[src/rtl/operand_loader.sv]
`default_nettype none
// ============================================================================
// Module      : operand_loader
// Description : Front-end stage for the lab3 ALU on the DE1 board.
//               Synchronises and edge-detects the enter/run strobes.
//               Shifts switch nibbles into the 32-bit operands busA/busB and
//               latches the 3-bit ALU control.
//               Sequences one ALU evaluation and registers the result and
//               z/v/c/n flags for the seg7 display path.
// Ports       : clk, reset (sync, active-high)
//               enter, run           strobe levels, asynchronous to clk
//               sw_data, sw_ctrl     nibble and ALU control from the switches
//               sw_sel               00 busA, 01 busB, 10 control, 11 clear
//               alu_out, alu_flags   ALU result and {z,v,c,n}
//               busA, busB, control  operands and control driven to the ALU
//               alu_start            one-cycle pulse when evaluation starts
//               result, flags        registered ALU result and flags
//               result_valid         high while result/flags are current
//               busy                 high while an evaluation is in flight
//               a_full, b_full       NIBBLES nibbles loaded since last clear
// Revision    : 1.0 - initial release
// ============================================================================
module operand_loader #(
    parameter int ALU_LAT = 2,
    parameter int NIBBLES = 8
) (
    input  logic        clk,
    input  logic        reset,
    input  logic        enter,
    input  logic        run,
    input  logic [3:0]  sw_data,
    input  logic [2:0]  sw_ctrl,
    input  logic [1:0]  sw_sel,
    input  logic [31:0] alu_out,
    input  logic [3:0]  alu_flags,
    output logic [31:0] busA,
    output logic [31:0] busB,
    output logic [2:0]  control,
    output logic        alu_start,
    output logic [31:0] result,
    output logic [3:0]  flags,
    output logic        result_valid,
    output logic        busy,
    output logic        a_full,
    output logic        b_full
);

    localparam int LAT_W = (ALU_LAT < 1) ? 1 : $clog2(ALU_LAT + 1);
    localparam int CNT_W = $clog2(NIBBLES + 1);

    localparam logic [LAT_W-1:0] c_lat_init = LAT_W'(ALU_LAT);
    localparam logic [CNT_W-1:0] c_nib_full = CNT_W'(NIBBLES);
    localparam logic [CNT_W-1:0] c_cnt_one  = CNT_W'(1);

    localparam logic [0:0] c_st_idle = 1'b0;
    localparam logic [0:0] c_st_exec = 1'b1;

    // Two synchroniser flops per strobe plus a third for edge detection.
    logic r_enter_s1, r_enter_s2, r_enter_s3;
    logic r_run_s1,   r_run_s2,   r_run_s3;
    logic w_enter_evt, w_run_evt;

    logic [0:0]       r_state;
    logic [LAT_W-1:0] r_lat;
    logic [CNT_W-1:0] r_cnt_a, r_cnt_b;
    logic [31:0]      r_bus_a, r_bus_b, r_result;
    logic [2:0]       r_control;
    logic [3:0]       r_flags;
    logic             r_alu_start, r_result_valid, r_busy;

    always_ff @(posedge clk) begin
        if (reset) begin
            r_enter_s1 <= 1'b0;
            r_enter_s2 <= 1'b0;
            r_enter_s3 <= 1'b0;
            r_run_s1   <= 1'b0;
            r_run_s2   <= 1'b0;
            r_run_s3   <= 1'b0;
        end else begin
            r_enter_s1 <= enter;
            r_enter_s2 <= r_enter_s1;
            r_enter_s3 <= r_enter_s2;
            r_run_s1   <= run;
            r_run_s2   <= r_run_s1;
            r_run_s3   <= r_run_s2;
        end
    end

    // Rising edge only: a held key yields a single event.
    assign w_enter_evt = r_enter_s2 & ~r_enter_s3;
    assign w_run_evt   = r_run_s2   & ~r_run_s3;

    always_ff @(posedge clk) begin
        if (reset) begin
            r_state        <= c_st_idle;
            r_lat          <= '0;
            r_cnt_a        <= '0;
            r_cnt_b        <= '0;
            r_bus_a        <= '0;
            r_bus_b        <= '0;
            r_control      <= '0;
            r_result       <= '0;
            r_flags        <= '0;
            r_alu_start    <= 1'b0;
            r_result_valid <= 1'b0;
            r_busy         <= 1'b0;
        end else begin
            r_alu_start <= 1'b0;
            case (r_state)
                c_st_idle: begin
                    // enter has priority; a coincident run event is dropped.
                    if (w_enter_evt) begin
                        case (sw_sel)
                            2'b00: begin
                                // Keeps shifting once full; oldest nibble drops off.
                                r_bus_a        <= {r_bus_a[27:0], sw_data};
                                r_result_valid <= 1'b0;
                                if (r_cnt_a != c_nib_full) begin
                                    r_cnt_a <= r_cnt_a + c_cnt_one;
                                end
                            end
                            2'b01: begin
                                r_bus_b        <= {r_bus_b[27:0], sw_data};
                                r_result_valid <= 1'b0;
                                if (r_cnt_b != c_nib_full) begin
                                    r_cnt_b <= r_cnt_b + c_cnt_one;
                                end
                            end
                            2'b10: begin
                                r_control      <= sw_ctrl;
                                r_result_valid <= 1'b0;
                            end
                            default: begin
                                // Clear-all leaves control untouched.
                                r_bus_a        <= '0;
                                r_bus_b        <= '0;
                                r_cnt_a        <= '0;
                                r_cnt_b        <= '0;
                                r_result       <= '0;
                                r_flags        <= '0;
                                r_result_valid <= 1'b0;
                            end
                        endcase
                    end else if (w_run_evt) begin
                        r_state     <= c_st_exec;
                        r_alu_start <= 1'b1;
                        r_busy      <= 1'b1;
                        r_lat       <= c_lat_init;
                    end
                end
                c_st_exec: begin
                    // Strobe events are ignored here; operands stay frozen.
                    if (r_lat == '0) begin
                        r_result       <= alu_out;
                        r_flags        <= alu_flags;
                        r_result_valid <= 1'b1;
                        r_busy         <= 1'b0;
                        r_state        <= c_st_idle;
                    end else begin
                        r_lat <= r_lat - 1'b1;
                    end
                end
                default: begin
                    r_state <= c_st_idle;
                    r_busy  <= 1'b0;
                end
            endcase
        end
    end

    assign busA         = r_bus_a;
    assign busB         = r_bus_b;
    assign control      = r_control;
    assign alu_start    = r_alu_start;
    assign result       = r_result;
    assign flags        = r_flags;
    assign result_valid = r_result_valid;
    assign busy         = r_busy;
    assign a_full       = (r_cnt_a == c_nib_full);
    assign b_full       = (r_cnt_b == c_nib_full);

endmodule
`default_nettype wire

[config.mk]
export PLATFORM = sky130hd
export DESIGN_NAME = operand_loader
export DESIGN_NICKNAME = d
export VERILOG_FILES = /design/src/rtl/operand_loader.sv
export SDC_FILE = /design/constraint.sdc
export NUM_CORES = 1
export LEC_CHECK = 0
export ABC_CLOCK_PERIOD_IN_PS = 7400
export CAP_MARGIN = 20
export CELL_PAD_IN_SITES_DETAIL_PLACEMENT = 0
export CELL_PAD_IN_SITES_GLOBAL_PLACEMENT = 2
export CORE_ASPECT_RATIO = 1.5
export CORE_MARGIN = 3
export CORE_UTILIZATION = 29
export CTS_BUF_LIST = sky130_fd_sc_hd__clkbuf_4 sky130_fd_sc_hd__clkbuf_8
export CTS_CLUSTER_SIZE = 14
export DETAILED_ROUTE_END_ITERATION = 8
export MAX_ROUTING_LAYER = met4
export PLACE_DENSITY_LB_ADDON = 0.08
export REMOVE_ABC_BUFFERS = 1
export SYNTH_ARGS = -nofsm -noshare
export SYNTH_HDL_FRONTEND = slang
export SYNTH_SLANG_ARGS = --single-unit
[constraint.sdc]
create_clock -name clk -period 7.4 [get_ports clk]
set_input_delay 2.22 -clock clk [delete_from_list [all_inputs] [get_ports clk]]
set_output_delay 2.22 -clock clk [all_outputs]
set_load 0.02 [all_outputs]
Yosys cells after proc, flatten, opt, wreduce, memory -nomap -nowiden
Cells that the tools add are included.
{"block": "totals", "input_bits": 49, "regBits": 123, "elab_cells": 86, "out_inout_bits": 108}
{"block": "op_classes", "bitwise_logic": 7, "n_reduce_logical": 15, "muxes": 29, "eq_ne": 14, "n_addsub": 3}
{"cell": "32-bit case mux with 2 select lines", "count": 3}
{"cell": "32-bit 2-to-1 mux", "count": 3}
{"cell": "4-bit case mux with 2 select lines", "count": 3}
{"cell": "4-bit 2-to-1 mux", "count": 5}
{"cell": "3-bit AND reduction", "count": 6}
{"cell": "2-bit != test, second input constant", "count": 7}
{"cell": "4-bit by 1-bit adder with 4-bit output, second input constant", "count": 2}
{"cell": "4-bit equality test, second input constant", "count": 2}
{"cell": "1-bit 2-to-1 mux", "count": 8}
{"cell": "4-bit != test, second input constant", "count": 2}
{"cell": "4-bit AND reduction", "count": 2}
{"cell": "2-bit 2-to-1 mux", "count": 3}
{"cell": "1-bit case mux with 2 select lines", "count": 3}
{"cell": "2-bit OR reduction", "count": 3}
{"cell": "1-bit inverter", "count": 5}
{"cell": "2-bit logical NOT", "count": 2}
{"cell": "2-bit case mux with 2 select lines", "count": 1}
{"cell": "3-bit OR reduction", "count": 1}
{"cell": "1-bit bitwise AND", "count": 2}
{"cell": "2-bit by 1-bit equality test with 1-bit output, second input constant", "count": 1}
{"cell": "2-bit equality test, second input constant", "count": 1}
{"cell": "2-bit by 1-bit != test with 1-bit output, second input constant", "count": 1}
{"cell": "2-bit AND reduction", "count": 1}
{"cell": "2-bit by 1-bit subtractor with 2-bit output, second input constant", "count": 1}

Logic depth before layout (Yosys ltp)
Gate-level depths: netlist (run 1).
{"block": "logic_depth", "word_depth": 5, "depth_mapped": 7, "mapped_depth_nobuf": 5}

Worst setup path after synthesis (run 1)
Ideal clock, no wire load.
{"block": "synth_timing", "kind": "input-to-reg", "start": "input sw_sel[0]", "end": "register r_cnt_a[3]", "path_stages": 6, "setup_ps": 74, "n_path_buf": 1, "slack_ps": 3531, "t_arrival_ps": 3794, "path_cell_list": "inv_1 ha_1 or4b_4 buf_6 or4_1 a31oi_1"}
{"block": "synth_via", "elab_chain_cells": 4, "elab_cells_between_ends": 8, "cone_classes": "3 x eq/ne; 1 x mux; 1 x bitwise; 3 x reduce/logical"}
{"element": "from (decl)", "line": "33", "text": "input logic [1:0] sw_sel,"}
{"element": "2-bit by 1-bit equality test with 1-bit output / 2-bit equality test (equally long branches)", "line": "113", "text": "case (sw_sel)"}
{"element": "2-bit OR reduction (no source line)"}
{"element": "1-bit inverter (no source line)"}
{"element": "4-bit AND reduction (no source line)"}
{"element": "to (signal assigned)", "line": "119", "text": "r_cnt_a <= r_cnt_a + c_cnt_one;"}
{"element": "to (decl)", "line": "65", "text": "logic [CNT_W-1:0] r_cnt_a, r_cnt_b;"}
Parallel ways exist; a longest one is shown, timed or not.
A chain may end at the register's enable or synchronous reset.

Worst setup path in the final report (run 1)
Same ends and word-level chain as after synthesis.

==> results of run 1 <==
[routing by layer]
metal	share of wire	vias up	routed length, um
li1	-	2241	-
met1	0.44	2099	6190
met2	0.47	139	6540
met5	0	-	0
met4	0.010	0	143
met3	0.075	7	1050
[cells by family after synthesis]
kind of cell / after synthesis
flip-flops: 123
multiplexers: 3
AO/OA/AOI/OAI: 121
adder cells (fa/ha/maj): 11
AND/OR/NAND/NOR: 258
buffers and inverters: 60
[worst max-delay path, delay by kind of cell]
kind                     cells  cell delay (ns)
AND/OR/NAND/NOR              2             1.25
AO/OA/AOI/OAI                1             0.17
buffers and inverters        2             0.73
adder cells (fa/ha/maj)      1             0.36
[cell usage after synthesis, types with 2 or more instances]
cell type                   count  share of area
sky130_fd_sc_hd__nand4bb_1      2         0.0047
sky130_fd_sc_hd__nor2_1        12         0.0095
sky130_fd_sc_hd__mux2i_1        3         0.0063
sky130_fd_sc_hd__ha_1          11          0.029
sky130_fd_sc_hd__nand2b_1       3         0.0040
sky130_fd_sc_hd__a21oi_1      108           0.11
sky130_fd_sc_hd__nand4b_1       2         0.0037
sky130_fd_sc_hd__a31oi_1        2         0.0026
sky130_fd_sc_hd__nor4bb_1       2         0.0042
sky130_fd_sc_hd__nand2_1      105          0.083
sky130_fd_sc_hd__nand4_1        5         0.0066
sky130_fd_sc_hd__buf_6          2         0.0047
sky130_fd_sc_hd__o21ai_0        4         0.0042
sky130_fd_sc_hd__nand3_1      105           0.11
sky130_fd_sc_hd__o31ai_1        3         0.0047
sky130_fd_sc_hd__a311oi_1       2         0.0037
sky130_fd_sc_hd__or4_1          2         0.0032
sky130_fd_sc_hd__inv_1         10         0.0079
sky130_fd_sc_hd__clkbuf_1      48          0.038
sky130_fd_sc_hd__nor2b_1       10          0.013
sky130_fd_sc_hd__and4b_1        2         0.0042
sky130_fd_sc_hd__dfxtp_1      123           0.52
[stage by stage]
| stage | utilization | instance area, sq um |
|---|---|---|
| finish | 0.439 | 6950 |
| floorplan | - | 4540 |
| global route | 0.439 | 6950 |
| global placement | 0.407 | 6450 |
| CTS | 0.439 | 6950 |
| detailed placement | 0.407 | 6450 |
[worst paths after layout]
kind | start | to | slack, ns | cells past startpoint
setup / recovery | sw_sel[0] | r_cnt_a[3] | 3.01 | 6
setup reg to reg | r_state | r_cnt_a[3] | 5.35 | 3
hold reg to reg | r_run_s1 | r_run_s2 | 0.44 | 1
hold / removal | r_run_s1 | r_run_s2 | 0.44 | 1
[flip-flops by register name, indices dropped and copies added, names as in the netlist]
| signal | flops |
|---|---|
| r_cnt_a | 4 |
| r_cnt_b | 4 |
| alu_start | 1 |
| r_state | 1 |
| r_lat | 2 |
| control | 3 |
| r_run_s1 | 1 |
| r_enter_s2 | 1 |
| busA | 32 |
| busB | 32 |
| result | 32 |
| r_enter_s1 | 1 |
| r_run_s2 | 1 |
| busy | 1 |
| result_valid | 1 |
| flags | 4 |
| r_enter_s3 | 1 |
| r_run_s3 | 1 |
[where the power goes]
group	internal, mW	switching [mW]	leakage [nW]
combinational	0.0426	0.0521	1.05
sequential	0.669	0.00476	0.993
clock	0.457	0.284	0.243
total	1.17	0.341	2.29
[area by class of cell]
type	count	area [sq um]
Tap cell	203	254
Sequential cell	123	2460
Timing Repair Buffer	165	1630
Multi-Input combinational cell	393	2070
Fill cell	1669	8890
Inverter	10	37.5
Clock buffer	19	262
Clock inverter	13	239
==> flow_summary.json, run 1 <==
{
  "postLayoutSetupSlackWorst_ns": 3.01,
  "groute.layer.met2.usage": 0.249,
  "post_cts.repair.setup_buffers": 0,
  "worst_hold_slack_across_all_endpoints_ns": 0.441,
  "avgSynthCellArea_sq_um": 8.24,
  "final_cell_mix": "sky130_fd_sc_hd__clkdlybuf4s50_1 (155), sky130_fd_sc_hd__dfxtp_1 (123), sky130_fd_sc_hd__a21oi_1 (108), sky130_fd_sc_hd__nand2_1 (105), sky130_fd_sc_hd__nand3_1 (105)",
  "final_period_minus_worst_setup_slack_ns": 4.39,
  "timing.hold.worst.class": "reg -> reg",
  "cts_tree": "built",
  "die_boundary_width_um": 110,
  "grt_max_degree": 68,
  "arrival_ns": 4.73,
  "die_height_um": 163,
  "place.detailed.hpwl_um": 8870,
  "hold_violations": 0,
  "status": "finished, final reports clean",
  "grt.total_usage": 0.159,
  "post_route_cells_drive_above_1_share": 0.0650,
  "seq_area_frac_synth": 0.519,
  "worst_path_cell_chain": "clkdlybuf4s50_1 -> inv_1 -> ha_1 -> or4b_4 -> or4_1 -> a31oi_1",
  "detailedRoute.firstPassIterationCount": 5,
  "crit_required_ns": 7.74,
  "io_buffer_count": 156,
  "synth-adder-area-share": 0.0290,
  "fin_worst_skew_ns": 0.0150,
  "grt_util_met3": 0.0617,
  "initial_core_util": 0.300,
  "clock-sinks": 123,
  "post_synth_and_or_nand_nor_area_fraction": 0.262,
  "synthCells": 576,
  "drt-initial-drc-count": 212,
  "first_global_vias": 4401,
  "setup-tns-final_ns": 0,
  "timing_worst_setup_path_type": "in -> reg",
  "htreeDepth": 4,
  "grt_overflow_total": 0,
  "synth_edf_count": 0,
  "dieArea_sq_um": 18000,
  "numPlacedInstances": 894,
  "syn_to_final_growth_pct": 46.4,
  "yosys.area_share.xor_xnor": 0,
  "cap_viol_max_count": 0,
  "wl_per_cell_um": 15.0,
  "synth-compound-area-share": 0.133,
  "synth_seq_cells": 123,
  "max_clock_freq_ghz": 0.228,
  "setup-violations-final": 0,
  "slew_headroom": 0.511,
  "critical-path-max-stage-delay_ns": 0.71,
  "hold_buffers": 0,
  "detail-route-antenna-nets": 0,
  "rsz0062_at_grt": "false",
  "cts.clk_slew.worst_paths_ns": 0.08,
  "synth_ff_type": "sky130_fd_sc_hd__dfxtp_1",
  "synth_top_family_by_area": "simple AND/OR/NAND/NOR gates",
  "globalRouteMet1Util": 0.187,
  "clock_insertion_delay_at_the_later_pin_of_the_skew_report_ns": 0.43,
  "irDropWorstVdd_mv": 0.0900,
  "grt_pass1_wl_um": 22800,
  "detailed_route_wl_um": 13900,
  "worst_path_max_delay_cell": "sky130_fd_sc_hd__or4b_4",
  "slew_viol_final": 0,
  "p_per_area_nw_per_um2": 217,
  "layout.cells.most_common": "sky130_fd_sc_hd__clkdlybuf4s50_1",
  "finalPower_mw": 1.51,
  "setup.worst_path.start_class": "input pin",
  "tightest_pin_transition_ns": 0.724,
  "muxShareOfSynthArea": 0.00633,
  "drt_drc_violations_left": 0,
  "core-area_sq_um": 15800,
  "cts.path.max_buffers": 2,
  "place.gp.congestion": 0.685,
  "nets": 770,
  "antenna_cells_inserted": 0,
  "async_reset_ff_frac": 0,
  "grt_antenna_before_repair": 0,
  "total_leakage_power_nw": 2.29,
  "placement_rows": 56,
  "finalCritPeriodShare": 0.593,
  "io_pins": 157,
  "post_synth_num_cell_types": 32,
  "via_count": 4486,
  "cts_repair_resize_count": 0,
  "routing_layer_with_the_top_usage_in_global_route": "met2",
  "post_drt_via_cell_ratio": 4.84,
  "synth_area_sq_um": 4750,
  "yosys_warnings": 0,
  "worst-path-max-fanout": 37,
  "stdcell_count": 926,
  "critical_path.endpoint_type": "flop",
  "pre_cts_slack_ns": 2.59,
  "cts.root.buffer_cell": "sky130_fd_sc_hd__clkbuf_8",
  "numCtsBuffers": 17
}
(Power assumes the default switching activity.)
==> inputs of run 2 (changes only) <==
Settings changed: ABC_CLOCK_PERIOD_IN_PS 7400 to 3550, CORE_UTILIZATION 29 to 24.
Clock period 7.4 ns to 3.55 ns, I/O delays scaled along.
==> run 2 against run 1 <==
Compared with the run above:
- combinational power is 120% higher
- design area grew 0.81%
- clock power is 79% higher
- via count is 1.5% higher
- worst hold slack improved by 0.0068 ns
- critical path type is now reg -> out
==> flow_summary.json, run 2 (synthesis gave the netlist of run 1 again) <==
{
  "p_sw_uw": 688,
  "crit_required_ns": 2.48,
  "place_area_sq_um": 6570,
  "finalPower_mw": 2.94,
  "post_drt_via_cell_ratio": 4.63,
  "nets": 774,
  "slew_headroom": 0.579,
  "clock-sinks": 123,
  "pre_cts_slack_ns": 0.313,
  "status": "finished, final reports clean",
  "placement_rows": 62,
  "core-area_sq_um": 19300,
  "worst_path_max_delay_cell": "sky130_fd_sc_hd__clkdlybuf4s50_1",
  "finalCritPeriodShare": 0.825,
  "wl_per_cell_um": 15.0,
  "drt_drc_violations_left": 0,
  "setup-tns-final_ns": 0,
  "detailed_route_wl_um": 14700,
  "power.switching_fraction": 0.234,
  "die_height_um": 178,
  "place.gp.congestion": 0.706,
  "die_boundary_width_um": 121,
  "via_count": 4552,
  "total_leakage_power_nw": 2.29,
  "grt_max_degree": 51,
  "slew_viol_final": 0,
  "numPlacedInstances": 951,
  "post_cts.repair.setup_buffers": 0,
  "p_int_mw": 2.25,
  "hold_buffers": 0,
  "worst_hold_slack_across_all_endpoints_ns": 0.448,
  "detailedRoute.firstPassIterationCount": 7,
  "grt.total_usage": 0.143,
  "cts.root.buffer_cell": "sky130_fd_sc_hd__clkbuf_8",
  "timing.hold.worst.class": "reg -> reg",
  "layout.cells.most_common": "sky130_fd_sc_hd__clkdlybuf4s50_1",
  "post_route_cells_drive_above_1_share": 0.0715,
  "seqPwrFrac": 0.477,
  "io_pins": 157,
  "numCtsBuffers": 17,
  "worst-path-max-fanout": 5,
  "num-fill-cells": 2050,
  "design_area_sq_um": 7000,
  "timing_worst_setup_path_type": "reg -> out",
  "setup-violations-final": 0,
  "cap_viol_max_count": 0,
  "worst_path_cell_chain": "inv_1 -> ha_1 -> nand2_1 -> nor2_1 -> clkdlybuf4s50_1",
  "critical-path-max-stage-delay_ns": 0.63,
  "cts.clk_slew.worst_paths_ns": 0.08,
  "cts_repair_resize_count": 0,
  "setup.worst_path.start_class": "flop",
  "buffers_and_inverters_on_the_worst_path": 2,
  "clock_insertion_delay_at_the_later_pin_of_the_skew_report_ns": 0.43,
  "antenna_cells_inserted": 0,
  "syn_to_final_growth_pct": 47.6,
  "tightest_pin_transition_ns": 0.632,
  "clkPwrFrac": 0.453,
  "grt_antenna_before_repair": 0,
  "critical-path-top-delay-family": "buffers and inverters",
  "dieArea_sq_um": 21500,
  "stdcell_count": 983,
  "fin_worst_skew_ns": 0.0105,
  "initial_core_util": 0.246,
  "htreeDepth": 4,
  "io_buffer_count": 156,
  "hold_violations": 0,
  "max_clock_freq_ghz": 0.342,
  "drt-initial-drc-count": 249,
  "rsz0062_at_grt": "false",
  "arrival_ns": 1.86,
  "critical_path.endpoint_type": "primary output",
  "final_cell_mix": "sky130_fd_sc_hd__clkdlybuf4s50_1 (155), sky130_fd_sc_hd__dfxtp_1 (123), sky130_fd_sc_hd__a21oi_1 (108), sky130_fd_sc_hd__nand2_1 (105), sky130_fd_sc_hd__nand3_1 (105)",
  "setup.reg_to_reg.worst_slack_ns": 1.74,
  "place.detailed.hpwl_um": 9670,
  "cts_tree": "built",
  "postLayoutSetupSlackWorst_ns": 0.623,
  "detail-route-antenna-nets": 0,
  "p_per_area_nw_per_um2": 420,
  "share_comb_of_total_power": 0.070,
  "first_global_vias": 4636,
  "cts.path.max_buffers": 2,
  "final_util": 0.363,
  "grt_overflow_total": 0,
  "irDropWorstVdd_mv": 0.249,
  "grt_pass1_wl_um": 23800,
  "final_period_minus_worst_setup_slack_ns": 2.93
}
==> run 2: cell types whose count changed in the layout (fill, tap and decap cells not counted), sizes merged <==
cell      before  now
inv           11   10
bufinv         6    3
clkinvlp       2    3
clkbuf        19   22
buf           10   14
==> run 2: final cells by class <==
cell class / instances / area [sq um] / area share
Timing Repair Buffer: 169 / 1680 / 0.240
Tap cell: 256 / 320 / 0.0457
Sequential cell: 123 / 2460 / 0.352
Clock buffer: 22 / 290 / 0.0414
Clock inverter: 10 / 140 / 0.0200
Inverter: 10 / 37.5 / 0.00536
Multi-Input combinational cell: 393 / 2070 / 0.296
==> run 2: path summary, 6_finish.rpt <==
check,startpoint,endpoint,depth (start not counted)
setup reg to reg,r_state,r_cnt_b[3],3
hold reg to reg,r_run_s1,r_run_s2,1
setup / recovery,r_cnt_b[0],b_full,5
hold / removal,r_run_s1,r_run_s2,1
==> run 2: power by group through the flow <==
stage | clock (mW) | combinational, mW | sequential, mW
after global routing | 1.46 | 0.224 | 1.41
after global placement | 0 | 0.207 | 1.44
final | 1.33 | 0.205 | 1.40
after floorplan | 0 | 0.0560 | 1.45
after CTS | 1.40 | 0.209 | 1.40
after detailed placement | 0 | 0.208 | 1.44
==> run 2: metal layers <==
metal | share of wire | vias up | global-route usage | wire length, um
li1 | - | 2255 | - | -
met1 | 0.42 | 2138 | 0.159 | 6200
met5 | 0 | - | - | 0
met2 | 0.49 | 144 | 0.237 | 7170
met4 | 0.017 | 0 | 0.0558 | 244
met3 | 0.075 | 15 | 0.0501 | 1110
==> run 2: worst reg2reg max path: cells and delay by family (launching register included) <==
family	cells	cell delay (ns)
simple gates	2	1.07
flops	1	0.46
compound gates	1	0.20
==> RTL change: new RTL, config.mk and constraints of run 2 <==
Change the parameter `NIBBLES` from 8 to 16.
--- a/src/rtl/operand_loader.sv
+++ b/src/rtl/operand_loader.sv
@@ -24,3 +24,3 @@
     parameter int ALU_LAT = 2,
-    parameter int NIBBLES = 8
+    parameter int NIBBLES = 16
 ) (
Behaviour: same outputs for any inputs over 4 cycles, from zero or initial values and one cycle with reset high; that may be too few to reach the edited logic, so the function may still have changed.
==> RTL change against run 2 <==
  * Fmax down 6.1%
  * Routed wire length up 6.4%
  * Clock power up 5%
  * Sequential cell count up 2
  * Cell count up 1.3%
  * Worst setup slack worse by 0.19 ns
  * Utilization down 0.31 points
  * Power up 3.5%
  * Die area up 2.4%
  * Non-clock buffer count up 6
  * Largest power group unchanged
  * Area after synthesis up 2.5%
  * Final area up 1.9%
  * Hold slack worse by 0.0019 ns
  * Sequential share of layout area down 0.11 points
==> RTL change: results (changes against run 2) <==
* Largest fanout on the critical path at 4 (was 5)
* Critical path arrival at 2.05 ns (was 1.86 ns)
* CTS buffer count at 17 (unchanged)
* Peak supply drop at 159.0 uV (was 248.9 uV)
* Clock Latency Late Sink at 0.43 ns (about the same)
* Post-Place Cells at 964 (was 951)
* Worst slack, placed at 0.3396 ns (was 0.3128 ns)
* Most frequent cells after synthesis: dfxtp_1, a21oi_1, nand2_1, nand3_1, clkbuf_1 (unchanged)
* Synth warn at 0 (unchanged)
* Initial antenna violation count at 0 (unchanged)
* Post-DP HPWL at 10190 um (was 9666 um)
* DRT Wirelength at 15670 um (was 14720 um)
* Initial drt markers at 319 (was 249)
* Largest net degree at the start of global routing at 47 (was 51)
* H-tree levels at 4 (unchanged)
* Gp weighted congestion at 0.7270 (was 0.7057)
* Status: finished, final reports clean (unchanged)
* Setup bufs post-CTS at 0 (unchanged)
* Hold WC Path Type: flip-flop to flip-flop (unchanged)
* First-pass GRT wire length at 25490 um (was 23830 um)
* Synth top area cells: dfxtp_1, a21oi_1, nand3_1, nand2_1, nand4_1 (was dfxtp_1, a21oi_1, nand3_1, nand2_1, clkbuf_1)
* Inserted Diodes at 0 (unchanged)
* Worst-margin pin slew at 0.7731 ns (was 0.6321 ns)
* Clock skew at 0.009765 ns (was 0.01049 ns)
* Port Buf Inserts at 156 (unchanged)
* Synth unique cells at 37 (was 32)
* Seq/Total Area, Yosys at 51.43% (was 51.89%)
* Vias per cell at 4.764 (was 4.631)
* Clock Pin Slew Worst Setup and Hold Paths at 0.07 ns
* Leakage at 2.300 nW (was 2.287 nW)
* Total number of vias at 4745 (was 4552)
* Post-place instance area at 6690 sq um (was 6574 sq um)
* Total GRT Usage at 14.85% (was 14.35%)
* Layout cells sized above 1 at 8.016% (was 7.153%)
* Post_cts resized at 0 (unchanged)
* Clock buffer depth at 2 (unchanged)
* Vias in the first global route at 4753 (was 4636)
* Nets at 781 (was 774)
* Drt first pass iters at 4 (was 7)
* Post-synth ARST share at 0% (unchanged)
* Cells after synthesis at 584 (was 576)
* Root Buffer: clkbuf_8 (unchanged)
[RTL change: changes by cell type after synthesis, sizes merged, moves of 3 or more]
cell / before / now
o21ai: 4 / 33
a211oi: 0 / 3
inv: 10 / 15
buf: 2 / 5
o32ai: 0 / 4
nand4: 5 / 34
nand3: 105 / 74
nand2: 105 / 76
[RTL change: worst paths after layout]
kind / end / cells past startpoint / slack [ns] / from
max: b_full / 5 / 0.43 / r_cnt_b[0]
min reg2reg: r_run_s2 / 1 / 0.45 / r_run_s1
min: r_run_s2 / 1 / 0.45 / r_run_s1
max reg2reg: r_cnt_b[2] / 4 / 1.39 / r_state
[RTL change: layout make-up]
cell class | instances | area (sq um)
Fill cell | 2115 | 12720
Sequential cell | 125 | 2502
Multi-Input combinational cell | 389 | 2105
Timing Repair Buffer | 175 | 1702
Tap cell | 260 | 325.3
Clock buffer | 19 | 261.5
Clock inverter | 13 | 188.9
Inverter | 15 | 56.30
[RTL change: metal layers]
metal	vias up	global-route usage, %	wire length (um)
met5	-	-	0
met1	2267	17.50	6771
met4	0	4.978	221
met3	12	4.585	940
li1	2335	-	-
met2	131	23.90	7734
[RTL change: critical path, cell delays in order, from the launching register on]
cell,delay [ns]
dfxtp_1,0.34
inv_1,0.08
ha_1,0.14
nor4bb_1,0.28
buf_4,0.18
clkdlybuf4s50_1,0.60
[RTL change: cells by family after synthesis]
group	after synthesis	share of synthesized area [%]
buffers and inverters	70	5.708
and+or+nand+nor	222	23.04
adders and majority gates	9	2.314
muxes	3	0.6171
DFF	125	51.43
AOI/OAI and AO/OA	155	16.89
[RTL change: power breakdown]
part | switching, mW | leakage, nW | internal, mW
clock network | 0.586 | 0.211 | 0.805
logic | 0.132 | 1.08 | 0.0958
registers | 0.00887 | 1.01 | 1.42
total | 0.728 | 2.30 | 2.32
